File: config.mk
export PLATFORM = sky130hd
export DESIGN_NAME = multicycle_control_fsm
export DESIGN_NICKNAME = d
export VERILOG_FILES = /design/src/rtl/multicycle_control_fsm_pkg.sv /design/src/rtl/mem_wait_timer.sv /design/src/rtl/multicycle_control_fsm.sv
export SDC_FILE = /design/constraint.sdc
export NUM_CORES = 1
export LEC_CHECK = 0
export BUFFER_PORTS_ARGS = -buffer_cell sky130_fd_sc_hd__clkbuf_2
export CAP_MARGIN = 20
export CORE_MARGIN = 5
export CORE_UTILIZATION = 25
export CTS_BUF_LIST = sky130_fd_sc_hd__clkbuf_16
export CTS_CLUSTER_DIAMETER = 50
export CTS_CLUSTER_SIZE = 20
export DETAILED_ROUTE_END_ITERATION = 10
export REMOVE_ABC_BUFFERS = 1
export SKIP_CTS_REPAIR_TIMING = 1
export SYNTH_ARGS = -nofsm -noshare
export SYNTH_HDL_FRONTEND = slang
export SYNTH_SLANG_ARGS = --single-unit
export TNS_END_PERCENT = 10
File: constraint.sdc
create_clock -name clk -period 2.4 [get_ports clk]
set_input_delay 0 -clock clk [delete_from_list [all_inputs] [get_ports clk]]
set_output_delay 0 -clock clk [all_outputs]
set_load 0.05 [all_outputs]
File: src/rtl/multicycle_control_fsm_pkg.sv
// Shared codes for the multi-cycle RV32I control path:
// opcodes, mux selects, ALU op classes and FSM states.
package multicycle_control_fsm_pkg;

  typedef enum logic [3:0] {
    S_FETCH,
    S_DECODE,
    S_EXEC,
    S_ALU_WB,
    S_MEM_ADDR,
    S_MEM_RD,
    S_MEM_WB,
    S_MEM_WR,
    S_BRANCH,
    S_JAL,
    S_FAULT
  } state_e;

  localparam logic [6:0] OP_R      = 7'b0110011;
  localparam logic [6:0] OP_I      = 7'b0010011;
  localparam logic [6:0] OP_LUI    = 7'b0110111;
  localparam logic [6:0] OP_LOAD   = 7'b0000011;
  localparam logic [6:0] OP_STORE  = 7'b0100011;
  localparam logic [6:0] OP_BRANCH = 7'b1100011;
  localparam logic [6:0] OP_JAL    = 7'b1101111;

  localparam logic [2:0] F3_BEQ = 3'b000;
  localparam logic [2:0] F3_BNE = 3'b001;

  localparam logic [2:0] ALU_R   = 3'b000;
  localparam logic [2:0] ALU_I   = 3'b001;
  localparam logic [2:0] ALU_LUI = 3'b010;
  localparam logic [2:0] ALU_ADD = 3'b011;

  localparam logic [1:0] SRCA_PC    = 2'b00;
  localparam logic [1:0] SRCA_OLDPC = 2'b01;
  localparam logic [1:0] SRCA_RS1   = 2'b10;
  localparam logic [1:0] SRCA_ZERO  = 2'b11;

  localparam logic [1:0] SRCB_RS2  = 2'b00;
  localparam logic [1:0] SRCB_FOUR = 2'b01;
  localparam logic [1:0] SRCB_IMM  = 2'b10;

  localparam logic [1:0] WB_ALU = 2'b00;
  localparam logic [1:0] WB_MDR = 2'b01;
  localparam logic [1:0] WB_PC  = 2'b10;

  typedef struct packed {
    logic       pc_write;
    logic       pc_src;
    logic       iord;
    logic       mem_read;
    logic       mem_write;
    logic       ir_write;
    logic       reg_write;
    logic [1:0] wb_sel;
    logic [1:0] src_a;
    logic [1:0] src_b;
    logic [2:0] alu_op;
  } ctrl_t;

  function automatic logic is_mem_state(
    input state_e s
  );
    return (s == S_FETCH) || (s == S_MEM_RD) ||
           (s == S_MEM_WR);
  endfunction

endpackage

File: src/rtl/mem_wait_timer.sv
// Counts consecutive not-ready cycles in a memory state
// and flags expiry on the last allowed stall cycle.
module mem_wait_timer #(
  parameter int unsigned MEM_WAIT_MAX = 16
) (
  input  logic clk,
  input  logic reset,
  input  logic clear_i,
  input  logic count_en_i,
  input  logic ready_i,
  output logic expired_o
);

  localparam int unsigned CW =
    (MEM_WAIT_MAX > 1) ? $clog2(MEM_WAIT_MAX) : 1;
  localparam logic [CW-1:0] LAST = CW'(MEM_WAIT_MAX - 1);
  localparam logic ENABLED = (MEM_WAIT_MAX != 0);

  logic [CW-1:0] cnt_q, cnt_d;
  logic          stall;

  assign stall = count_en_i && !ready_i;
  // A ready in the limit cycle is not a stall, so it wins.
  assign expired_o = ENABLED && stall && (cnt_q == LAST);

  always_comb begin
    cnt_d = cnt_q;
    if (clear_i) begin
      cnt_d = '0;
    end else if (stall && (cnt_q != LAST)) begin
      cnt_d = cnt_q + CW'(1);
    end
  end

  always_ff @(posedge clk) begin
    if (reset) begin
      cnt_q <= '0;
    end else begin
      cnt_q <= cnt_d;
    end
  end

endmodule

File: src/rtl/multicycle_control_fsm.sv
// Multi-cycle RV32I sequencer: drives datapath selects and
// enables, traps illegal ops and memory timeouts.
module multicycle_control_fsm
  import multicycle_control_fsm_pkg::*;
#(
  parameter int unsigned MEM_WAIT_MAX = 16,
  parameter int unsigned CNT_W        = 32
) (
  input  logic             clk,
  input  logic             reset,
  input  logic [6:0]       opcode_i,
  input  logic [2:0]       funct3_i,
  input  logic             rs_equal_i,
  input  logic             mem_ready_i,
  output logic             pc_write_o,
  output logic             pc_src_o,
  output logic             iord_o,
  output logic             mem_read_o,
  output logic             mem_write_o,
  output logic             ir_write_o,
  output logic             reg_write_o,
  output logic [1:0]       wb_sel_o,
  output logic [1:0]       alu_src_a_o,
  output logic [1:0]       alu_src_b_o,
  output logic [2:0]       alu_op_o,
  output logic             illegal_o,
  output logic             timeout_o,
  output logic [CNT_W-1:0] retired_o
);

  state_e           state_q, state_d;
  logic             illegal_q, illegal_d;
  logic             timeout_q, timeout_d;
  logic [CNT_W-1:0] retired_q, retired_d;
  logic             retire;
  logic             expired;
  ctrl_t            ctl;

  mem_wait_timer #(
    .MEM_WAIT_MAX(MEM_WAIT_MAX)
  ) u_wait (
    .clk       (clk),
    .reset     (reset),
    .clear_i   (state_d != state_q),
    .count_en_i(is_mem_state(state_q)),
    .ready_i   (mem_ready_i),
    .expired_o (expired)
  );

  always_comb begin
    state_d   = state_q;
    illegal_d = illegal_q;
    timeout_d = timeout_q;
    retire    = 1'b0;
    ctl       = '0;
    unique case (state_q)
      S_FETCH: begin
        ctl.mem_read = 1'b1;
        ctl.src_a    = SRCA_PC;
        ctl.src_b    = SRCB_FOUR;
        ctl.alu_op   = ALU_ADD;
        if (mem_ready_i) begin
          ctl.ir_write = 1'b1;
          ctl.pc_write = 1'b1;
          state_d      = S_DECODE;
        end else if (expired) begin
          state_d   = S_FAULT;
          timeout_d = 1'b1;
        end
      end
      S_DECODE: begin
        ctl.src_a  = SRCA_OLDPC;
        ctl.src_b  = SRCB_IMM;
        ctl.alu_op = ALU_ADD;
        unique case (opcode_i)
          OP_R, OP_I, OP_LUI: state_d = S_EXEC;
          OP_LOAD, OP_STORE:  state_d = S_MEM_ADDR;
          OP_BRANCH:          state_d = S_BRANCH;
          OP_JAL:             state_d = S_JAL;
          default: begin
            state_d   = S_FAULT;
            illegal_d = 1'b1;
          end
        endcase
      end
      S_EXEC: begin
        state_d = S_ALU_WB;
        unique case (opcode_i)
          OP_R: begin
            ctl.src_a  = SRCA_RS1;
            ctl.src_b  = SRCB_RS2;
            ctl.alu_op = ALU_R;
          end
          OP_I: begin
            ctl.src_a  = SRCA_RS1;
            ctl.src_b  = SRCB_IMM;
            ctl.alu_op = ALU_I;
          end
          OP_LUI: begin
            ctl.src_a  = SRCA_ZERO;
            ctl.src_b  = SRCB_IMM;
            ctl.alu_op = ALU_LUI;
          end
          default: begin
            state_d   = S_FAULT;
            illegal_d = 1'b1;
          end
        endcase
      end
      S_ALU_WB: begin
        ctl.reg_write = 1'b1;
        ctl.wb_sel    = WB_ALU;
        retire        = 1'b1;
        state_d       = S_FETCH;
      end
      S_MEM_ADDR: begin
        ctl.src_a  = SRCA_RS1;
        ctl.src_b  = SRCB_IMM;
        ctl.alu_op = ALU_ADD;
        state_d    = (opcode_i == OP_LOAD) ?
                     S_MEM_RD : S_MEM_WR;
      end
      S_MEM_RD: begin
        ctl.mem_read = 1'b1;
        ctl.iord     = 1'b1;
        if (mem_ready_i) begin
          state_d = S_MEM_WB;
        end else if (expired) begin
          state_d   = S_FAULT;
          timeout_d = 1'b1;
        end
      end
      S_MEM_WB: begin
        ctl.reg_write = 1'b1;
        ctl.wb_sel    = WB_MDR;
        retire        = 1'b1;
        state_d       = S_FETCH;
      end
      S_MEM_WR: begin
        ctl.mem_write = 1'b1;
        ctl.iord      = 1'b1;
        if (mem_ready_i) begin
          retire  = 1'b1;
          state_d = S_FETCH;
        end else if (expired) begin
          state_d   = S_FAULT;
          timeout_d = 1'b1;
        end
      end
      S_BRANCH: begin
        ctl.pc_src = 1'b1;
        unique case (funct3_i)
          F3_BEQ: begin
            ctl.pc_write = rs_equal_i;
            retire       = 1'b1;
            state_d      = S_FETCH;
          end
          F3_BNE: begin
            ctl.pc_write = !rs_equal_i;
            retire       = 1'b1;
            state_d      = S_FETCH;
          end
          default: begin
            state_d   = S_FAULT;
            illegal_d = 1'b1;
          end
        endcase
      end
      S_JAL: begin
        ctl.pc_write  = 1'b1;
        ctl.pc_src    = 1'b1;
        ctl.reg_write = 1'b1;
        ctl.wb_sel    = WB_PC;
        retire        = 1'b1;
        state_d       = S_FETCH;
      end
      S_FAULT: begin
        state_d = S_FAULT;
      end
      default: begin
        state_d = S_FAULT;
      end
    endcase
    // Reset aborts the instruction in flight.
    if (reset) begin
      ctl = '0;
    end
    retired_d = retire ?
                retired_q + CNT_W'(1) : retired_q;
  end

  always_ff @(posedge clk) begin
    if (reset) begin
      state_q   <= S_FETCH;
      illegal_q <= 1'b0;
      timeout_q <= 1'b0;
      retired_q <= '0;
    end else begin
      state_q   <= state_d;
      illegal_q <= illegal_d;
      timeout_q <= timeout_d;
      retired_q <= retired_d;
    end
  end

  assign pc_write_o  = ctl.pc_write;
  assign pc_src_o    = ctl.pc_src;
  assign iord_o      = ctl.iord;
  assign mem_read_o  = ctl.mem_read;
  assign mem_write_o = ctl.mem_write;
  assign ir_write_o  = ctl.ir_write;
  assign reg_write_o = ctl.reg_write;
  assign wb_sel_o    = ctl.wb_sel;
  assign alu_src_a_o = ctl.src_a;
  assign alu_src_b_o = ctl.src_b;
  assign alu_op_o    = ctl.alu_op;
  assign illegal_o   = illegal_q;
  assign timeout_o   = timeout_q;
  assign retired_o   = retired_q;

endmodule

# Word level (Yosys, flattened, before mapping)
# Index checks and enable logic that the tools add are counted.
# word_totals
regBits	42
# classes
eq_ne	23
n_addsub	2
muxes	27
reduce_logical	22
bitwise_logic	1
# ops
cell	n
$add 32x1->32 const B	1
$pmux 4 s8	1
$pmux 7 s4	1
$mux 4	6
$eq 7x6->1 const B	3
$pmux 7 s3	1
$eq 4x3->1 const B	4
$mux 16	1
$pmux 4 s4	1
$eq 7x7->1 const B	2
$eq 4x4->1 const B	3
$reduce_or 2->1	6
$mux 1	10
$pmux 1 s3	3
$pmux 3 s3	1
$reduce_or 3->1	3
$eq 4x2->1 const B	2
$eq 7x2->1 const B	1
$eq 7x5->1 const B	1
$reduce_or 7->1	1
$ne 2x2->1 const B	3
$add 4x1->4 const B	1
$eq 4x1->1 const B	1
$logic_not 4->1	1
other kinds (13)	17

# Logic depth before layout (Yosys ltp)
# logic_depth
depth_word	10
mapped_depth	9

# Modules after synthesis
# A second synthesis with hierarchy kept.
# hier_totals
cells_unflattened	333
area_unflattened_um2	2631.3
# modules_own_cells
mod	cells_per_inst	instances	area_per_inst_um2
multicycle_control_fsm	309	1	2391.0
mem_wait_timer	24	1	240.2

# Worst setup path after synthesis
# Ideal clock, no wire load.
# synth_path
path_kind	register to output
start	reg state_q[1]
end	out pc_write_o
required_ns	2.400
path_stages_with_launch	7
arrival_time_ns	3.821
setup_slack_ns	-1.421
path_cell_list	dfxtp_1 -> buf_6 -> buf_2 -> nor2_1 -> nor4b_1 -> nor2_1 -> a311oi_1
# synth_between
elab_chain_cells	3
elab_cells_between_ends	5
cone_classes	2 x eq/ne; 2 x mux; 1 x reduce/logical
# synth_lines
item	line_no	text
start: declaration	multicycle_control_fsm.sv:31	state_e state_q, state_d;
start signal: assignment	multicycle_control_fsm.sv:199	state_q <= state_d;
$eq 4x4->1 / $logic_not 4->1 (equally long branches)	multicycle_control_fsm.sv:56	unique case (state_q)
$pmux 1 s3 (*)	multicycle_control_fsm.sv:56	
$mux 16 (*)	multicycle_control_fsm.sv:185	if (reset) begin
end: declaration	multicycle_control_fsm.sv:15	output logic pc_write_o,
# Every way passes the cells marked *; elsewhere a longest branch is shown, timed or not.

# Final worst setup path
# layout_path
start	reg state_q[0]
end	reg u_wait.cnt_q[2]
# layout_between
elab_chain_cells	10
elab_cells_between_ends	23
cone_classes	10 x eq/ne; 5 x mux; 8 x reduce/logical
# layout_lines
item	line_no	text
$eq 4x3->1 / $logic_not 4->1 (equally long branches)	multicycle_control_fsm_pkg.sv:65, multicycle_control_fsm.sv:56	
$logic_or 1x1->1 (2 in a row)	multicycle_control_fsm_pkg.sv:65	return (s == S_FETCH) || (s == S_MEM_RD) ||
$logic_and 1x1->1	mem_wait_timer.sv:22	assign stall = count_en_i && !ready_i;
$logic_and 1x1->1	mem_wait_timer.sv:24	assign expired_o = ENABLED && stall && (cnt_q == LAST);
$mux 4	multicycle_control_fsm.sv:66, multicycle_control_fsm.sv:128, multicycle_control_fsm.sv:145	
$mux 4 (on tied branches)	multicycle_control_fsm.sv:142, multicycle_control_fsm.sv:62, multicycle_control_fsm.sv:126	
$pmux 4 s8	multicycle_control_fsm.sv:56	
$ne 4x4->1	multicycle_control_fsm.sv:44	.clear_i (state_d != state_q),
$reduce_or 2->1 (no line)	--	
end signal: assignment	mem_wait_timer.sv:39	cnt_q <= cnt_d;
end: declaration	mem_wait_timer.sv:19	logic [CW-1:0] cnt_q, cnt_d;
# Parallel ways exist; a longest one is shown, timed or not.
# A chain may end at the register's enable or synchronous reset.

==> impl_metrics.py <==
metrics = {
    "timing": {
        "finClkSkew_ps": 3.01,
        "min_period_over_period_pct": 93.6,
        "fmax_mhz": 445,
        "drv_slew": 0,
        "grt_setup_unrepaired": "yes",
        "setup_ws_ps": 155,
        "relSlewSlack_pct": 56.5,
        "setup_viol": 0,
        "finalCriticalPeriod_ps": 2250,
        "worstMarginPinSlew_ps": 647,
        "finalHoldViolations": 0,
        "tns_ps": 0,
    },
    "placed_design": {
        "post-dp-hpwl_mm": 5.50,
        "post-place-ws_ps": 183,
        "numPortBuffers": 62,
        "gp_congestion": 0.844,
        "place_inst": 515,
    },
    "synth": {
        "synth_area_um2": 2590,
        "ys_async_sr_fraction_pct": 0,
        "yosys-top-cells-area": "dfxtp_1, nor2_1, xnor2_1, xor2_1, a21oi_1",
        "syn-instance-count": 327,
        "synth_area_leader_cell": "dfxtp_1",
        "seq_area_frac_synth_pct": 32.4,
        "yosysTopAreaCellShare_pct": 32.4,
        "synth-edff-count": 0,
        "syn_avg_cell_area_um2": 7.93,
        "ys_seq_elements": 42,
        "synth_cell_types": 59,
        "dominantRegCellSynth": "dfxtp_1",
        "synth_warnings": 0,
    },
    "floorplanning": {
        "io_pins": 64,
        "core-area_um2": 10200,
        "die_x_um": 112,
        "std_cell_rows": 37,
        "dieArea_um2": 12500,
        "initial_core_util_pct": 25.3,
        "die-height_um": 112,
    },
    "drt": {
        "ant_nets": 0,
        "routed_wirelength_mm": 7.01,
        "vias": 2571,
        "vias_per_cell": 4.93,
        "dr.pass1.iters": 4,
        "wl_per_cell_um": 13.4,
        "drtIter0Drc": 122,
        "drc": 0,
    },
    "cts": {
        "worstSkewPairLatency_ps": 280,
        "clockRootBuffer": "clkbuf_16",
        "htree_levels": 2,
        "clock_sinks": 42,
        "clockBufferDepth": 2,
        "cts_tree": "yes",
        "clk_pin_slew_worst_paths_ps": 60,
        "cts_buffers": 5,
    },
    "global_routing": {
        "grt_pass1_vias": 2570,
        "grt_max_degree": 33,
        "track_usage_pct": 11.4,
        "grt-ovfl-total": 0,
        "grt_pass1_wl_mm": 12.2,
        "antenna_found_initial": 0,
    },
    "pwr": {
        "power.internal_uw": 1370,
        "pwr_density_cell_nw_per_um2": 691,
        "power.total_uw": 2220,
        "seqPwrFrac_pct": 35.9,
        "vdd_drop_max_v": 0.000317,
        "pwr-share-clk_pct": 27.7,
        "p_leak_uw": 0.00122,
        "combPwrFrac_pct": 36.4,
        "swShare_pct": 38.2,
        "p_switching_uw": 849,
    },
    "critical_path": {
        "critPathArrivalTime_ps": 2420,
        "cp-start-kind": "flip-flop",
        "cp_data_required_time_ps": 2580,
        "path_class": "flip-flop to flip-flop",
        "cp_max_fo": 13,
        "end_kind": "flip-flop",
    },
    "cells_and_area": {
        "antenna_cells": 0,
        "layout.cells.non_filler": 522,
        "drive_gt1_share_pct": 25.4,
        "nNetsFinal": 402,
        "area_delta_synth_final_pct": 24.0,
    },
    "run": {
        "maxCapViolations": 0,
    },
    "worst_hold_path": {
        "hold_path.class": "input pin to flip-flop",
    },
    "run_status": {
        "status": "finished, final reports clean",
    },
}
## worst max-delay path, cell delays in order, from the launching register on
cell and delay [ps]:
dfxtp_1 590, or4b_1 620, nor4_2 310, a311oi_1 110, nand3_2 130, nand3_4 100, a2111oi_4 280
## metal layers
| layer | GRT usage, % | wire length (um) | share of wire, % |
|---|---|---|---|
| met1 | 15.3 | 3260 | 47 |
| met2 | 17.7 | 3180 | 45 |
| met3 | 3.48 | 471 | 6.7 |
| met4 | 3.41 | 99 | 1.4 |
| met5 | 0 | 0 | 0 |
## state kept, by name (all words and copies together) (netlist names)
name,count
state_q,4
u_wait.cnt_q,4
timeout_o,1
retired_o,32
illegal_o,1
## power groups by stage
stage | clock network (uW) | registers [uW] | logic [uW]
final | 615 | 799 | 808
after global placement | 0 | 807 | 790
after floorplan | 0 | 853 | 511
after global routing | 673 | 806 | 881
after CTS | 639 | 796 | 793
after detailed placement | 0 | 811 | 791
## final timing paths
kind                       from              end  slack, ps  cells after the start
hold reg to reg   retired_o[28]    retired_o[28]        490                      2
setup / recovery     state_q[0]  u_wait.cnt_q[2]        150                      6
hold / removal            reset        illegal_o        140                      2
setup reg to reg     state_q[0]  u_wait.cnt_q[2]        150                      6
## per-stage QoR
stage	utilization, %	instance area, um^2	hold WS (ps)
2_1_floorplan	-	2490	69.1
3_3_place_gp	30.0	3070	433
3_5_place_dp	30.0	3070	428
4_1_cts	31.3	3200	131
5_1_grt	31.4	3210	185
6_report	31.4	3210	144
## cell families (layout without fill, tap and decap cells)
logic type	after synthesis	in the layout	synth area share, %
flip-flops	42	42	32.4
multiplexers	2	2	0.772
XOR/XNOR	30	30	10.1
AND/OR/NAND/NOR	170	170	36.5
AO/OA/AOI/OAI	53	53	14.2
buffers and inverters	27	86	4.83
adder cells (fa/ha/maj)	2	2	0.965
other	1	1	0.145
## Yosys cell counts, types with 2 or more instances
| cell | count |
|---|---|
| o21ai_0 | 12 |
| nor3_1 | 15 |
| a31o_2 | 2 |
| xor2_1 | 14 |
| nor2b_1 | 3 |
| inv_1 | 6 |
| or3_1 | 7 |
| nand2_1 | 28 |
| nand3_1 | 12 |
| or4b_1 | 2 |
| nand4_1 | 10 |
| buf_2 | 7 |
| ha_1 | 2 |
| nor3_2 | 2 |
| nor4b_1 | 3 |
| and4_1 | 4 |
| and3_1 | 7 |
| nor4_1 | 9 |
| buf_1 | 3 |
| o211ai_1 | 2 |
| a311oi_1 | 2 |
| nor2_1 | 45 |
| nand2b_1 | 2 |
| clkbuf_1 | 8 |
| mux2i_1 | 2 |
| buf_4 | 2 |
| xnor2_1 | 16 |
| a21oi_1 | 22 |
| dfxtp_1 | 42 |
| and2_1 | 6 |
| nand3b_1 | 2 |
## layout by cell type, fill, tap and decap left out, types with 6 or more instances in the layout
cell type   n
nand4_1    10
nand2_1    28
o21ai_0    12
xor2_1     14
clkbuf_2   62
and2_1      6
nor3_1     14
and3_1      7
buf_4      10
nor4_1      9
or3_1       7
nor2_1     45
inv_1       8
xnor2_1    16
dfxtp_1    41
a21oi_1    22
nand3_1    12
## layout make-up
cell class                 instances  area, um^2
sequential                        42         842
fill                            1086        7020
clock buffer                       5         125
multi-input combinational        258        1640
tap                              136         170
timing repair buffer              73         405
clock inverter                     2        7.51
inverter                           6        22.5
Power figures use the tool's default switching activity.
